File: config.mk
export PLATFORM = sky130hd
export DESIGN_NAME = seq_shift_add_multiplier
export DESIGN_NICKNAME = d
export VERILOG_FILES = /design/src/rtl/seq_shift_add_multiplier.sv
export SDC_FILE = /design/constraint.sdc
export NUM_CORES = 1
export LEC_CHECK = 0
export ABC_AREA = 1
export BUFFER_PORTS_ARGS = -buffer_cell sky130_fd_sc_hd__buf_2
export CAP_MARGIN = 20
export CORE_ASPECT_RATIO = 0.6
export CORE_MARGIN = 1.5
export CORE_UTILIZATION = 40
export DETAILED_ROUTE_END_ITERATION = 8
export PLACE_DENSITY = 0.7
export SLEW_MARGIN = 20
export SYNTH_ARGS = -nofsm -noshare
export SYNTH_HDL_FRONTEND = slang
export SYNTH_SLANG_ARGS = --single-unit
File: constraint.sdc
create_clock -name clk_i -period 2.6 [get_ports clk_i]
set_input_delay 0.78 -clock clk_i [delete_from_list [all_inputs] [get_ports clk_i]]
set_output_delay 0.78 -clock clk_i [all_outputs]
set_load 0.05 [all_outputs]
File: src/rtl/seq_shift_add_multiplier.sv
// Multi-cycle radix-2 shift-and-add multiplier with signed/unsigned mode and
// valid/ready handshakes on operands and product.
module seq_shift_add_multiplier #(
  parameter int unsigned WIDTH = 8,
  localparam int unsigned CNT_W = $clog2(WIDTH + 1)
) (
  input  logic               clk_i,
  input  logic               rst_ni,
  input  logic               in_valid_i,
  output logic               in_ready_o,
  input  logic [WIDTH-1:0]   a_i,
  input  logic [WIDTH-1:0]   b_i,
  input  logic               is_signed_i,
  output logic               out_valid_o,
  input  logic               out_ready_i,
  output logic [2*WIDTH-1:0] y_o,
  output logic               busy_o
);

  localparam int unsigned PW = 2 * WIDTH;

  localparam logic [1:0] StIdle = 2'd0;
  localparam logic [1:0] StCalc = 2'd1;
  localparam logic [1:0] StDone = 2'd2;

  logic [1:0]       state_q, state_d;
  logic [WIDTH-1:0] mag_a_q, mag_a_d;
  logic [WIDTH-1:0] mag_b_q, mag_b_d;
  logic             neg_q, neg_d;
  logic [PW-1:0]    acc_q, acc_d;
  logic [CNT_W-1:0] cnt_q, cnt_d;
  logic [PW-1:0]    y_q, y_d;

  logic [PW-1:0]    addend;
  logic [PW-1:0]    acc_sum;
  logic             last_step;

  // The magnitude of -2^(WIDTH-1) still fits in WIDTH unsigned bits.
  logic [WIDTH-1:0] abs_a, abs_b;
  assign abs_a = (is_signed_i && a_i[WIDTH-1]) ? -a_i : a_i;
  assign abs_b = (is_signed_i && b_i[WIDTH-1]) ? -b_i : b_i;

  assign addend    = mag_b_q[0] ? (PW'(mag_a_q) << cnt_q) : '0;
  assign acc_sum   = acc_q + addend;
  assign last_step = (cnt_q == CNT_W'(WIDTH - 1));

  always_comb begin
    state_d = state_q;
    mag_a_d = mag_a_q;
    mag_b_d = mag_b_q;
    neg_d   = neg_q;
    acc_d   = acc_q;
    cnt_d   = cnt_q;
    y_d     = y_q;
    case (state_q)
      StIdle: begin
        if (in_valid_i) begin
          mag_a_d = abs_a;
          mag_b_d = abs_b;
          neg_d   = is_signed_i & (a_i[WIDTH-1] ^ b_i[WIDTH-1]);
          acc_d   = '0;
          cnt_d   = '0;
          state_d = StCalc;
        end
      end
      StCalc: begin
        acc_d   = acc_sum;
        mag_b_d = mag_b_q >> 1;
        cnt_d   = cnt_q + CNT_W'(1);
        // Negating a zero sum yields zero, so no negative zero can appear.
        if (last_step) begin
          y_d     = neg_q ? -acc_sum : acc_sum;
          state_d = StDone;
        end
      end
      StDone: begin
        if (out_ready_i) begin
          state_d = StIdle;
        end
      end
      default: state_d = StIdle;
    endcase
  end

  always_ff @(posedge clk_i) begin
    if (!rst_ni) begin
      state_q <= StIdle;
      mag_a_q <= '0;
      mag_b_q <= '0;
      neg_q   <= 1'b0;
      acc_q   <= '0;
      cnt_q   <= '0;
      y_q     <= '0;
    end else begin
      state_q <= state_d;
      mag_a_q <= mag_a_d;
      mag_b_q <= mag_b_d;
      neg_q   <= neg_d;
      acc_q   <= acc_d;
      cnt_q   <= cnt_d;
      y_q     <= y_d;
    end
  end

  assign in_ready_o  = (state_q == StIdle);
  assign out_valid_o = (state_q == StDone);
  assign busy_o      = (state_q != StIdle);
  assign y_o         = y_q;

endmodule
Yosys cells after proc, flatten, opt, wreduce, memory -nomap -nowiden. Index checks and enable logic that the tools add are counted.

Input bits: 21. Bits in registers: 55. Word-level logic and storage cells: 44. Output and inout bits: 19.

Add/sub/neg operators: 5. Bitwise gates (word level): 2. Shifts and indexed selects: 1. Muxes and demuxes: 14. Reductions and logical operators: 9. Equal/unequal tests: 6.

Operator list (count): $mux 16 (3); $pmux 16 s2 (1); $mux 8 (3); $add 16x16->16 (1); $neg 16->16 (1); $neg 8->8 (2); $pmux 8 s2 (1); $shl 8x4->16 (1); $pmux 4 s2 (1); $mux 2 (3); $pmux 2 s3 (1); $reduce_and 2->1 (3); $add 4x1->4 const B (1); $eq 4x3->1 const B (1); $mux 4 (1); $ne 2x2->1 const B (2); $reduce_bool 2->1 (2); $reduce_and 3->1 (1); $eq 2x1->1 const B (1); $eq 2x2->1 const B (1); $logic_and 1x1->1 (2); $logic_not 2->1 (1); $ne 2x1->1 const B (1); $and 1x1->1 (1); $xor 1x1->1 (1).

Longest topological paths before layout.
Depth after elaboration: 5. Depth in mapped cells: 25. Gate-level depth less buffers: 25.

Worst setup path before layout. Ideal clock, no wire load.

Path kind: reg-to-reg. Start point: register cnt_q[1]. End point: register y_q[12], in the netlist y_o[12]. Path buffers: 1. Stages on the path, launching flop included: 21. Arrival time: 2.543 ns. Library setup time: 0.113 ns. Setup slack: -0.056 ns. Data required time: 2.487 ns. Clock period less this slack: 2.656 ns. Cells stage by stage: dfxtp_1 > inv_1 > clkbuf_1 > nand3_1 > o21ai_0 > nand2_1 > o21ai_0 > nor2_1 > ha_1 > nand2_2 > inv_1 > a21oi_1 > nand2_2 > nand2_1 > nand2_2 > nor2_4 > nand2_2 > o21ai_4 > a21oi_1 > o21ai_1 > inv_1.

Longest elaborated chain between the ends: 5. Elaborated cells on any way between the ends: 7. Classes of those cells: add/sub (2); eq/ne (1); shift (1); mux (2); reduce/logical (1).

RTL lines: from (decl) (RTL line 31) `logic [CNT_W-1:0] cnt_q, cnt_d;`; from (signal assigned) (RTL line 100) `cnt_q <= cnt_d;`; $shl 8x4->16 (RTL line 43) `assign addend = mag_b_q[0] ? (PW'(mag_a_q) << cnt_q) : '0;`; $mux 16 (RTL line 43); $add 16x16->16 (RTL line 44) `assign acc_sum = acc_q + addend;`; $neg 16->16 (RTL line 72) `y_d = neg_q ? -acc_sum : acc_sum;`; $mux 16 (RTL line 72); to (signal assigned) (RTL line 101) `y_q <= y_d;`; to (decl) (RTL line 32) `logic [PW-1:0] y_q, y_d;`.

Parallel ways exist; a longest one is shown, timed or not. A chain may end at the register's enable or synchronous reset.

Worst setup path in the final report.
Start point: register cnt_q[0]. End point: register acc_q[15].

Longest elaborated chain between the ends: 4.

RTL lines: $shl 8x4->16 (RTL line 43); $mux 16 (RTL line 43); $add 16x16->16 (RTL line 44); $pmux 16 s2 (RTL line 55) `case (state_q)`; to (signal assigned) (RTL line 91) `acc_q <= '0;`; to (signal assigned) (RTL line 99) `acc_q <= acc_d;`; to (decl) (RTL line 30) `logic [PW-1:0] acc_q, acc_d;`.

No other way between the ends.

==> impl_summary.txt <==
----------------------------------------------------
[Synth]
  Number of distinct library cells after synthesis ... 41
  Mapped cell area ... 4330 sq um
  Number of register bits inferred by synthesis ... 55
  Mapped Avg Cell Area ... 6.01 sq um
  Synthesized netlist cell count ... 721
  Number of enable flip-flop cells after synthesis ... 0
  Proportion of synthesized flip-flops having asynchronous set or reset ... 0%
  Total nets after synthesis ... roughly 760
  Sequential fraction of the synthesis area ... between 20% and 30%
  Total of warnings raised by yosys ... 0
  Leading register cell type out of synthesis ... dfxtp_1

[Worst setup path]
  Cells traversed along the worst timing path ... clkinvlp_4 > buf_6 > o21ai_4 > nand2_2 > nand3_2 > o21ai_4 > buf_6 > buf_6 > buf_4 > buf_4 > buf_4 > buf_4 > buf_4 > buf_4 > buf_4 > nand2_2 > nand2_2 > nand2_2 > nand2_2 > nand2_4 > buf_6 > nand2_2 > a21oi_2
  Startpoint-to-endpoint class of the critical path ... flop to flop
  CP max FO ... 7
  Startpoint kind of the worst setup timing path ... flop
  Kind of end point of the critical path ... flop
  Critical Path AT ... 3.22 ns
  Worst path slowest cell ... dfxtp_4
  Required @ worst endpoint ... 2.84 ns
  Critical path's largest stage delay ... 0.43 ns
  Cell occurring most often along the worst timing path ... buf_4

[Timing]
  Final hold vios ... 0
  Minimum clock period ... 2.97 ns
  Max frequency ... 336 MHz
  Aggregate negative setup slack ... -4.00 ns
  Final period util ... 114%
  Measured slew at the worst slew-check pin ... 0.426 ns
  Final setup viols ... 18
  RSZ-0062 raised after global routing ... yes
  Total count of max-transition violations in the final report ... 0
  Relative slew slack ... 71.6%
  Fin worst setup slack ... -0.372 ns
  Post-Route Skew ... 0.00519 ns

[Place]
  Final RePlAce weighted congestion ... about 1
  DP Worst Slack ... -0.456 ns
  Detailed Place HPWL ... 10300 microns
  Port-buffer cells ... 39

[CTS]
  Total of hold buffers inserted after clock tree synthesis ... 0
  TritonCTS Buffers ... 5
  Clk root buf ... clkbuf_16
  H-tree levels ... 2
  CTS Buffer Depth ... 2
  Number of sinks driven by the clock tree ... 55
  Later-pin clock latency in the skew report ... 0.31 ns
  CTS tree ... done
  Clock Pin Slew Worst Setup and Hold Paths ... 0.08 ns

[Detailed routing]
  Remaining number of nets flagged by the antenna check after routing ... 0
  Final routed wirelength across all metal layers ... ~17000 microns
  Number of vias in the routed layout ... 5490
  Routed wirelength normalized by instance count ... 16.4 microns
  Vias per std cell ... about 5.4
  Number of DRC markers after the initial detailed-route iteration ... 503
  Remaining routing DRC violations ... 0
  1st-pass router iterations ... 5

[Run status]
  Failing checks ... setup timing
  Outcome ... complete, but fails checks

[Cells and area]
  Fill cell instance count of the final layout ... 843
  Count of inserted antenna diode cells ... 0
  Total number of nets in the final design ... approximately 910
  Synthesis-to-layout area growth ... 54.0%
  Fraction of final layout cells sized beyond drive strength 1 ... approximately 43%

[Power]
  Share of total power in the clock network ... a little over 30%
  Total net switching power ... 820 uW
  Part of the total power dissipated in combinational logic ... 31.6%
  VDD IR max ... slightly above 0.3 mV
  Power share of the sequential group ... 37.7%
  Static leakage ... 0.00317 uW
  Design internal power ... 1550 uW
  Total power after layout ... 2370 uW
  Net switching fraction of the power ... approximately a third
  Ratio of total power to cell area ... 356 nW/um^2

[Global route]
  First-pass GRT wire length ... 23400 microns
  Pin count of the biggest net entering global routing ... 34
  Vias in the first global route ... 4566
  Initial antenna violation count ... 0
  Global-route congestion overflow total ... 0
  All-Layer GR Usage ... 25.9%

[Die]
  Die ar. ... 11500 sq um
  Floorplan die width ... ~140 microns
  Placement Rows ... 29
  Top-level port count ... 40
  Height of the chip ... 83.6 microns
  Core Area ... ~11000 sq um
  Effective utilization at floorplan ... 41.0%

[Run]
  Max-capacitance violation count ... 0

[Worst hold path]
  HP Class ... flop to flop

----------------------------------------------------
==> worst max-delay path: cells and delay by family (launching register included) <==
kind / cells / cell delay, ns
buf+inv: 12 / 1.46
flops: 1 / 0.43
simple gates: 8 / 0.62
compound gates: 3 / 0.39
==> cell usage in the layout (no fill, tap or decap), types with 5 or more instances in the layout <==
cell,instances
nand2_1,171
buf_4,110
inv_1,85
nand2_2,61
dfxtp_1,52
nor2_1,41
nand3_1,41
buf_2,39
a21oi_1,31
o21ai_0,18
nand3_2,17
nand2_4,17
nor2_2,16
nor2_4,15
buf_6,13
inv_2,12
ha_4,12
a21oi_2,10
a31oi_1,9
nand4_1,7
o221ai_1,7
a21oi_4,6
nand3_4,6
ha_1,6
o21ai_2,5
clkbuf_16,5
==> per-stage QoR <==
step | hold slack, ns | cell area, sq um | std cells | utilization, %
detailed placement | 0.461 | 5280 | 965 | 50.0
finish | 0.476 | 6670 | 1011 | 63.2
floorplan | 0.444 | 4340 | 721 | -
global placement | 0.453 | 5280 | 965 | 50.0
CTS | 0.472 | 6010 | 998 | 56.9
global route | 0.482 | 6670 | 1011 | 63.2
==> registers in the layout, summed over array words and instances (netlist names) <==
register,count
acc_q,16
mag_a_q,8
y_o,16
neg_q,1
cnt_q,4
mag_b_q,8
state_q,2
==> path summary, 6_finish.rpt <==
check | cells past startpoint | from | endpoint | slack (ns)
max | 23 | cnt_q[0]$_SDFFE_PN0P_ | acc_q[15]$_SDFFE_PN0P_ | -0.37
min | 2 | acc_q[0]$_SDFFE_PN0P_ | acc_q[0]$_SDFFE_PN0P_ | 0.48
max reg2reg | 23 | cnt_q[0]$_SDFFE_PN0P_ | acc_q[15]$_SDFFE_PN0P_ | -0.37
min reg2reg | 2 | acc_q[0]$_SDFFE_PN0P_ | acc_q[0]$_SDFFE_PN0P_ | 0.48
==> Yosys cell counts (6+ instances only) <==
cell type	n	area [sq um]
inv_1	97	364
nand3_1	59	295
o21ai_0	25	125
clkbuf_1	13	48.8
ha_1	19	238
nor2_1	65	244
nand4_1	7	43.8
dfxtp_1	55	1100
nand2_1	229	860
a31oi_1	12	75.1
nand2_2	16	100
nor3_1	6	30.0
o221ai_1	8	70.1
a21oi_1	47	235
==> final cells by class <==
type / instances / area [sq um] / share of cell area, %
Multi-Input combinational cell: 543 / 3650 / 54.7
Timing Repair Buffer: 163 / 1190 / 17.8
Sequential cell: 55 / 1110 / 16.6
Inverter: 102 / 393 / 5.89
Tap cell: 139 / 174 / 2.61
Clock buffer: 5 / 125 / 1.88
Clock inverter: 3 / 26.3 / 0.394
Timing Repair inverter: 1 / 7.51 / 0.113
==> repair_timing <==
| item | CTS | global route |
|---|---|---|
| pin swaps | 51 | 71 |
| cloned | 1 | 0 |
| setup endpoints to repair | 23 | 22 |
| gates resized for setup | 106 | 133 |
| setup buffers | 25 | 14 |
==> power groups by stage <==
stage	clock, uW	combinational [uW]	sequential, uW
finish	729	751	895
global route	771	796	898
CTS	729	619	890
detailed placement	0	505	905
global placement	0	503	905
floorplan	0	306	902
==> metal layers <==
layer	share of wire (%)	vias to the layer above	global-route usage, %	routed length [microns]
met5	0	-	0	0
met1	46	2503	42.2	7610
met4	3.1	0	4.98	515
met3	9.7	57	4.37	1600
li1	-	2624	-	-
met2	41	306	34.7	6820
==> kinds of logic after synthesis <==
logic type               count (synthesis)  share of synthesized area (%)
AND/OR/NAND/NOR                        404                           41.1
buffers and inverters                  123                           11.0
AO/OA/AOI/OAI                          114                           15.5
flip-flops                              55                           25.4
adder cells (fa/ha/maj)                 20                           5.95
XOR/XNOR                                 5                           1.01
(Power assumes the default switching activity.)
